<file path="src/rtl/pipe_pkg.sv">
// Shared types and helpers for the pipeline hazard controller.
// Entry select fields are sized for the largest supported register file.
package pipe_pkg;

   localparam int MIN_STAGES = 4;
   localparam int MAX_STAGES = 8;
   localparam int MAX_SEL_W  = 5;

   typedef logic [MAX_SEL_W-1:0] sel_t;

   typedef struct packed {
      logic valid;
      logic wr1_en;
      sel_t wr1_sel;
      logic wr2_en;
      sel_t wr2_sel;
   } hz_entry_t;

   function automatic logic sel_match(input logic en, input sel_t sel_a, input sel_t sel_b);
      return en & (sel_a == sel_b);
   endfunction

endpackage

</file>
<file path="src/rtl/pipe_hazard_ctrl_if.sv">
// Decode-side request and pipeline-control response bundle for pipe_hazard_ctrl.
// The master is the core pipeline; the slave is the hazard controller.
interface pipe_hazard_ctrl_if #(
   parameter int NUM_STAGES = 4,
   parameter int NUM_REGS   = 8,
   parameter int SEL_W      = $clog2(NUM_REGS),
   parameter int MC_W       = 4
);

   logic                  dec_valid;
   logic                  dec_rs1_en;
   logic                  dec_rs2_en;
   logic [SEL_W-1:0]      dec_rs1_sel;
   logic [SEL_W-1:0]      dec_rs2_sel;
   logic                  dec_wr1_en;
   logic                  dec_wr2_en;
   logic [SEL_W-1:0]      dec_wr1_sel;
   logic [SEL_W-1:0]      dec_wr2_sel;
   logic [MC_W-1:0]       dec_mc_cycles;
   logic                  branch_taken_E;
   logic                  halt_W;
   logic                  stall_FD;
   logic                  flush_D;
   logic                  bubble_E;
   logic                  hold_E;
   logic [NUM_STAGES-3:0] be_valid;
   logic                  halted;

   modport master (
      output dec_valid, dec_rs1_en, dec_rs2_en, dec_rs1_sel, dec_rs2_sel,
             dec_wr1_en, dec_wr2_en, dec_wr1_sel, dec_wr2_sel, dec_mc_cycles,
             branch_taken_E, halt_W,
      input  stall_FD, flush_D, bubble_E, hold_E, be_valid, halted
   );

   modport slave (
      input  dec_valid, dec_rs1_en, dec_rs2_en, dec_rs1_sel, dec_rs2_sel,
             dec_wr1_en, dec_wr2_en, dec_wr1_sel, dec_wr2_sel, dec_mc_cycles,
             branch_taken_E, halt_W,
      output stall_FD, flush_D, bubble_E, hold_E, be_valid, halted
   );

endinterface

</file>
<file path="src/rtl/hz_compare.sv">
// RAW hit detector: both decode sources against the destinations of one back-end entry.
module hz_compare
   import pipe_pkg::*;
(
   input  logic      rs1_en_i,
   input  sel_t      rs1_sel_i,
   input  logic      rs2_en_i,
   input  sel_t      rs2_sel_i,
   input  hz_entry_t entry_i,
   output logic      hit_o
);

   logic rs1_hit;
   logic rs2_hit;

   assign rs1_hit = sel_match(rs1_en_i & entry_i.wr1_en, rs1_sel_i, entry_i.wr1_sel) |
                    sel_match(rs1_en_i & entry_i.wr2_en, rs1_sel_i, entry_i.wr2_sel);
   assign rs2_hit = sel_match(rs2_en_i & entry_i.wr1_en, rs2_sel_i, entry_i.wr1_sel) |
                    sel_match(rs2_en_i & entry_i.wr2_en, rs2_sel_i, entry_i.wr2_sel);
   assign hit_o   = entry_i.valid & (rs1_hit | rs2_hit);

endmodule

</file>
<file path="src/rtl/pipe_hazard_ctrl.sv">
// Stall/flush/scoreboard controller for an in-order pipeline: F, D, then E..W.
// Optional macro PIPE_WB_BYPASS_EN: register file writes through, so W is not RAW-checked.
module pipe_hazard_ctrl
   import pipe_pkg::*;
#(
   parameter int NUM_STAGES = 4,
   parameter int NUM_REGS   = 8,
   parameter int SEL_W      = $clog2(NUM_REGS),
   parameter int MC_W       = 4
) (
   input logic               clock,
   input logic               reset,
   pipe_hazard_ctrl_if.slave bus
);

   localparam int BE   = NUM_STAGES - 2;
   localparam int LAST = BE - 1;
`ifdef PIPE_WB_BYPASS_EN
   localparam int CHK  = BE - 1;
`else
   localparam int CHK  = BE;
`endif

   hz_entry_t        ent_q [BE];
   hz_entry_t        ent_d [BE];
   hz_entry_t        dec_ent;
   logic [MC_W-1:0]  mc_q, mc_d;
   logic             halted_q, halted_d;
   logic [CHK-1:0]   hit;
   logic [BE-1:0]    be_valid_w;
   logic [SEL_W-1:0] rs1_sel, rs2_sel, wr1_sel, wr2_sel;
   logic             mc_busy, br_flush, hazard, issue;
   logic             stall_w, flush_w, bubble_w, hold_w;

   assign rs1_sel = bus.dec_rs1_sel;
   assign rs2_sel = bus.dec_rs2_sel;
   assign wr1_sel = bus.dec_wr1_sel;
   assign wr2_sel = bus.dec_wr2_sel;

   for (genvar g = 0; g < CHK; g++) begin : g_cmp
      hz_compare u_cmp (
         .rs1_en_i  (bus.dec_rs1_en),
         .rs1_sel_i (MAX_SEL_W'(rs1_sel)),
         .rs2_en_i  (bus.dec_rs2_en),
         .rs2_sel_i (MAX_SEL_W'(rs2_sel)),
         .entry_i   (ent_q[g]),
         .hit_o     (hit[g])
      );
   end

   // Control decisions, highest priority first
   always_comb begin
      mc_busy  = (mc_q != '0);
      br_flush = bus.branch_taken_E & ent_q[0].valid & ~mc_busy;
      hazard   = bus.dec_valid & (|hit);
      stall_w  = 1'b0;
      flush_w  = 1'b0;
      bubble_w = 1'b0;
      hold_w   = 1'b0;
      if (reset) begin
         flush_w  = 1'b1;
         bubble_w = 1'b1;
      end else if (halted_q) begin
         stall_w  = 1'b1;
         bubble_w = 1'b1;
      end else if (br_flush) begin
         flush_w  = 1'b1;
         bubble_w = 1'b1;
      end else if (mc_busy) begin
         hold_w   = 1'b1;
         stall_w  = 1'b1;
      end else if (hazard) begin
         stall_w  = 1'b1;
         bubble_w = 1'b1;
      end
      issue = bus.dec_valid & ~stall_w & ~flush_w & ~halted_q;
   end

   // Next state for the back-end shift chain, multi-cycle counter and halt flag
   always_comb begin
      dec_ent = '{valid:   1'b1,
                  wr1_en:  bus.dec_wr1_en,
                  wr1_sel: MAX_SEL_W'(wr1_sel),
                  wr2_en:  bus.dec_wr2_en,
                  wr2_sel: MAX_SEL_W'(wr2_sel)};
      ent_d[0] = hold_w ? ent_q[0] : (issue ? dec_ent : '0);
      ent_d[1] = hold_w ? '0 : ent_q[0];
      for (int i = 2; i < BE; i++) ent_d[i] = ent_q[i-1];
      mc_d = mc_q;
      if (issue)        mc_d = bus.dec_mc_cycles;
      else if (mc_busy) mc_d = mc_q - MC_W'(1);
      halted_d = halted_q | (bus.halt_W & ent_q[LAST].valid);
      for (int i = 0; i < BE; i++) be_valid_w[i] = ent_q[i].valid;
   end

   always_ff @(posedge clock) begin
      if (reset) begin
         for (int i = 0; i < BE; i++) ent_q[i] <= '0;
         mc_q     <= '0;
         halted_q <= 1'b0;
      end else begin
         ent_q    <= ent_d;
         mc_q     <= mc_d;
         halted_q <= halted_d;
      end
   end

   assign bus.stall_FD = stall_w;
   assign bus.flush_D  = flush_w;
   assign bus.bubble_E = bubble_w;
   assign bus.hold_E   = hold_w;
   assign bus.be_valid = be_valid_w;
   assign bus.halted   = halted_q;

endmodule

</file>
<file path="src/flat_wrapper.sv">
// flat-port wrapper written by rule: the top's interface ports become plain ports
module pipe_hazard_ctrl_flat import pipe_pkg::*;
#(
   parameter int NUM_STAGES = 4,
   parameter int NUM_REGS   = 8,
   parameter int SEL_W      = $clog2(NUM_REGS),
   parameter int MC_W       = 4
)
  (clock, reset, bus_dec_valid, bus_dec_rs1_en, bus_dec_rs2_en, bus_dec_rs1_sel, bus_dec_rs2_sel, bus_dec_wr1_en, bus_dec_wr2_en, bus_dec_wr1_sel, bus_dec_wr2_sel, bus_dec_mc_cycles, bus_branch_taken_E, bus_halt_W, bus_stall_FD, bus_flush_D, bus_bubble_E, bus_hold_E, bus_be_valid, bus_halted);
  pipe_hazard_ctrl_if #(.NUM_STAGES(NUM_STAGES), .NUM_REGS(NUM_REGS), .SEL_W(SEL_W), .MC_W(MC_W)) bus_i ();
  input logic clock;
  input logic reset;
  input wire logic [$bits(bus_i.dec_valid)-1:0] bus_dec_valid;
  input wire logic [$bits(bus_i.dec_rs1_en)-1:0] bus_dec_rs1_en;
  input wire logic [$bits(bus_i.dec_rs2_en)-1:0] bus_dec_rs2_en;
  input wire logic [$bits(bus_i.dec_rs1_sel)-1:0] bus_dec_rs1_sel;
  input wire logic [$bits(bus_i.dec_rs2_sel)-1:0] bus_dec_rs2_sel;
  input wire logic [$bits(bus_i.dec_wr1_en)-1:0] bus_dec_wr1_en;
  input wire logic [$bits(bus_i.dec_wr2_en)-1:0] bus_dec_wr2_en;
  input wire logic [$bits(bus_i.dec_wr1_sel)-1:0] bus_dec_wr1_sel;
  input wire logic [$bits(bus_i.dec_wr2_sel)-1:0] bus_dec_wr2_sel;
  input wire logic [$bits(bus_i.dec_mc_cycles)-1:0] bus_dec_mc_cycles;
  input wire logic [$bits(bus_i.branch_taken_E)-1:0] bus_branch_taken_E;
  input wire logic [$bits(bus_i.halt_W)-1:0] bus_halt_W;
  output wire logic [$bits(bus_i.stall_FD)-1:0] bus_stall_FD;
  output wire logic [$bits(bus_i.flush_D)-1:0] bus_flush_D;
  output wire logic [$bits(bus_i.bubble_E)-1:0] bus_bubble_E;
  output wire logic [$bits(bus_i.hold_E)-1:0] bus_hold_E;
  output wire logic [$bits(bus_i.be_valid)-1:0] bus_be_valid;
  output wire logic [$bits(bus_i.halted)-1:0] bus_halted;
  assign bus_i.dec_valid = bus_dec_valid;
  assign bus_i.dec_rs1_en = bus_dec_rs1_en;
  assign bus_i.dec_rs2_en = bus_dec_rs2_en;
  assign bus_i.dec_rs1_sel = bus_dec_rs1_sel;
  assign bus_i.dec_rs2_sel = bus_dec_rs2_sel;
  assign bus_i.dec_wr1_en = bus_dec_wr1_en;
  assign bus_i.dec_wr2_en = bus_dec_wr2_en;
  assign bus_i.dec_wr1_sel = bus_dec_wr1_sel;
  assign bus_i.dec_wr2_sel = bus_dec_wr2_sel;
  assign bus_i.dec_mc_cycles = bus_dec_mc_cycles;
  assign bus_i.branch_taken_E = bus_branch_taken_E;
  assign bus_i.halt_W = bus_halt_W;
  assign bus_stall_FD = bus_i.stall_FD;
  assign bus_flush_D = bus_i.flush_D;
  assign bus_bubble_E = bus_i.bubble_E;
  assign bus_hold_E = bus_i.hold_E;
  assign bus_be_valid = bus_i.be_valid;
  assign bus_halted = bus_i.halted;
  pipe_hazard_ctrl #(.NUM_STAGES(NUM_STAGES), .NUM_REGS(NUM_REGS), .SEL_W(SEL_W), .MC_W(MC_W)) u_core (.clock(clock), .reset(reset), .bus(bus_i));
endmodule
</file>
<file path="config.mk">
export PLATFORM = sky130hd
export DESIGN_NAME = pipe_hazard_ctrl_flat
export DESIGN_NICKNAME = d
export VERILOG_FILES = /design/src/rtl/pipe_pkg.sv /design/src/rtl/pipe_hazard_ctrl_if.sv /design/src/rtl/hz_compare.sv /design/src/rtl/pipe_hazard_ctrl.sv /design/src/flat_wrapper.sv
export SDC_FILE = /design/constraint.sdc
export NUM_CORES = 1
export LEC_CHECK = 0
export BUFFER_PORTS_ARGS = -buffer_cell sky130_fd_sc_hd__buf_2
export CAP_MARGIN = 20
export CORE_ASPECT_RATIO = 1.25
export CORE_MARGIN = 1
export CORE_UTILIZATION = 53
export CTS_BUF_LIST = sky130_fd_sc_hd__clkbuf_8
export DETAILED_ROUTE_END_ITERATION = 8
export PLACE_DENSITY = 0.81
export SLEW_MARGIN = 20
export SYNTH_ARGS = -nofsm -noshare
export SYNTH_HDL_FRONTEND = slang
export SYNTH_SLANG_ARGS = --single-unit
export TNS_END_PERCENT = 20
</file>
<file path="constraint.sdc">
create_clock -name clock -period 2.1 [get_ports clock]
set_input_delay 0.42 -clock clock [delete_from_list [all_inputs] [get_ports clock]]
set_output_delay 0.42 -clock clock [all_outputs]
set_load 0.005 [all_outputs]
</file>
==> reports/qor.yml <==
synth_top_cell_by_area: "dfxtp_1"
netlist_area_mm2: 0.001157
diodes: 0
finalSetupViolCount: 2
hpwl_um: 1991
grt_max_degree: 14
violations: "design-rule violations, negative setup slack"
ys_types: 24
async_flop_share: 0
grt_usage: 0.2302
antenna_found_initial: 0
ys.flop_type: "dfxtp_1"
worstHoldPathType: "input pin to flop"
drv_cap: 0
core_area_mm2: 0.002027
overflow: 0
cp-end-kind: "primary output"
cts_tree: "yes"
fin_crit_sh: 1.028
yosys-top-cells-area: "dfxtp_1 (40%), xor2_1 (18%), a22o_1 (6.1%)"
yosysMostFrequentCell: "xor2_1"
max_clock_freq_mhz: 463.4
final_util: 0.7407
min_period_ps: 2158
drtIter0Drc: 27
tightest_slew_ps: 436.7
required_ps: 1680
power_density_mw_per_mm2: 943.4
finClkSkew_ps: 5.759
first_global_vias: 921
synth_common_cells: "xor2_1 (24), dfxtp_1 (23), and2_1 (10)"
post-cts-setup-buffers: 0
worst_slack_ps: -58.16
dieArea_mm2: 0.002376
firstDrtPassIters: 6
synth-warning-count: 0
synth_cells: 122
relSlewSlack: 0.7078
grt_pass1_wl_um: 3912
cts_sinks: 23
vias_per_cell: 5.531
clk_latency_ps: 260
ir_drop_mv: 0.6220
dp.cells: 173
arrival_ps: 1740
die_w_um: 43.80
cp-start-kind: "flop"
rows: 18
place.gp.congestion: 0.8338
path_cells: "xor2_1, nor4_1, o41a_1, o21ai_2, a21oi_1, buf_2"
fin_cells: 177
cts_made_buffers: 3
synth_edf_count: 0
status: "finished with violations"
hold_viol_final: 0
drc: 2
die_h_um: 54.25
slowest_stage: "o41a_1"
hold_buffers: 0
numPortBuffers: 31
rsz0062_at_grt: "yes"
finalMaxSlewViolations: 0
wl_per_cell_um: 14.94
finalWirelength_um: 2645
syn_to_final_growth_pct: 29.73
p_leak_uw: 0.0006908
drive_above_1_share: 0.4331
yosysSeqAreaShare: 0.3978
clockBufferDepth: 2
cts.clk_slew.worst_paths_ps: 80
synthesis.nets: 149
cp_max_fo: 4
critical_path.top_delay_family: "compound AO/OA/AOI/OAI gates"
htreeDepth: 1
slowest_delay_ps: 450
ant_nets: 0
ioPinCount: 32
start_util: 0.5710
ys_ff_latch: 23
yosysTopAreaCellShare: 0.3978
via_count: 979
path_class: "flop to primary output"
syn-mean-instance-area_um2: 9.487
fin_nets: 185
whs_ps: 352.6
path_buf_inv: 1
cts_root_buf: "clkbuf_8"
nFillCells: 152
==> worst register-to-register path: stages, from the launching register on <==
cell and delay [ps]:
dfxtp_2 370, xor2_1 200, nor4_1 80, o41a_1 450, buf_4 160, nor3_4 250, mux2_2 360
==> layout by cell type (no fill, tap or decap) <==
cell type / n
a21oi_1: 3
nor3_4: 2
a22o_1: 8
nor4_2: 2
and2_1: 10
a21o_1: 2
clkbuf_4: 1
dfxtp_2: 7
ha_1: 2
xor2_1: 18
inv_1: 2
a31o_2: 1
o41a_1: 2
nor4_1: 6
xor2_2: 6
or3_1: 1
buf_2: 30
clkinv_2: 1
o2bb2ai_1: 1
mux2_2: 2
nor3_1: 2
buf_4: 6
dfxtp_4: 5
dfxtp_1: 11
a21oi_2: 1
xnor2_1: 2
nor2_1: 7
nand2_1: 9
a211oi_1: 2
nand3_1: 1
o21ai_2: 1
clkbuf_8: 3
==> registers in the layout, summed over array words and instances, names as in the netlist <==
name,count
u_core.bus.be_valid,2
u_core.bus.halted,1
u_core.ent_q,16
u_core.mc_q,4
==> routing by layer <==
metal	GRT usage	routed length [um]	share of wire	vias up
met1	0.2316	1060	0.40	459
met4	0.06771	17	0.0064	0
met3	0.02970	71	0.027	2
li1	-	-	-	492
met5	0	0	0	-
met2	0.4801	1496	0.57	26
==> cell families (layout without fill, tap and decap cells) <==
| family | count (synthesis) | after routing | share of synthesized area |
|---|---|---|---|
| muxes | 2 | 2 | 0.01946 |
| AOI/OAI and AO/OA | 21 | 21 | 0.1427 |
| buffers and inverters | 8 | 43 | 0.03568 |
| DFF | 23 | 23 | 0.3978 |
| xor gates and xnor gates | 26 | 26 | 0.1968 |
| and+or+nand+nor | 40 | 40 | 0.1859 |
| adders and majority gates | 2 | 2 | 0.02162 |
==> cell type report <==
cell class	count	area, um^2	area share
clock buffer	3	41.29	0.02750
multi-input combinational	91	732.0	0.4875
sequential	23	488.0	0.3250
inverter	2	7.507	0.005000
tap	20	25.02	0.01667
clock inverter	1	5.005	0.003333
timing repair buffer	37	202.7	0.1350
==> power by group <==
part / total, uW / switching [uW] / internal (uW)
Combinational: 534 / 276 / 257
Sequential: 610 / 84.8 / 525
Clock: 273 / 141 / 132
Total: 1420 / 502 / 914
==> final timing paths <==
| check | cells after the start | endpoint | slack [ps] | startpoint |
|---|---|---|---|---|
| worst max-delay path | 6 | bus_stall_FD | -60 | u_core.ent_q[21]$_SDFFE_PP0N_ |
| worst min-delay path | 2 | u_core.mc_q[2]$_SDFFE_PP0P_ | 350 | bus_dec_mc_cycles[2] |
| worst max register to register | 6 | u_core.mc_q[0]$_SDFFE_PP0P_ | 130 | u_core.ent_q[21]$_SDFFE_PP0N_ |
| worst min register to register | 1 | u_core.ent_q[8]$_SDFF_PP0_ | 510 | u_core.ent_q[21]$_SDFFE_PP0N_ |
==> repair_timing <==
item,CTS,global route
endpoints found under the setup margin,3,3
hold endpoints to repair,0,0
gates resized for setup,7,24
pin swaps,3,4
==> through the flow <==
step / total power [uW] / TNS (ps) / setup slack (ps) / instance area [um^2]
after floorplan: 950.6 / 0 / 272.5 / 1157
after global placement: 1080 / -240.5 / -83.22 / 1349
after detailed placement: 1102 / -544.2 / -115.8 / 1349
after CTS: 1380 / -97.46 / -56.95 / 1408
after global routing: 1512 / -253.2 / -137.0 / 1501
final: 1417 / -97.72 / -58.16 / 1501
No activity file was read; power rests on OpenSTA's default activity.
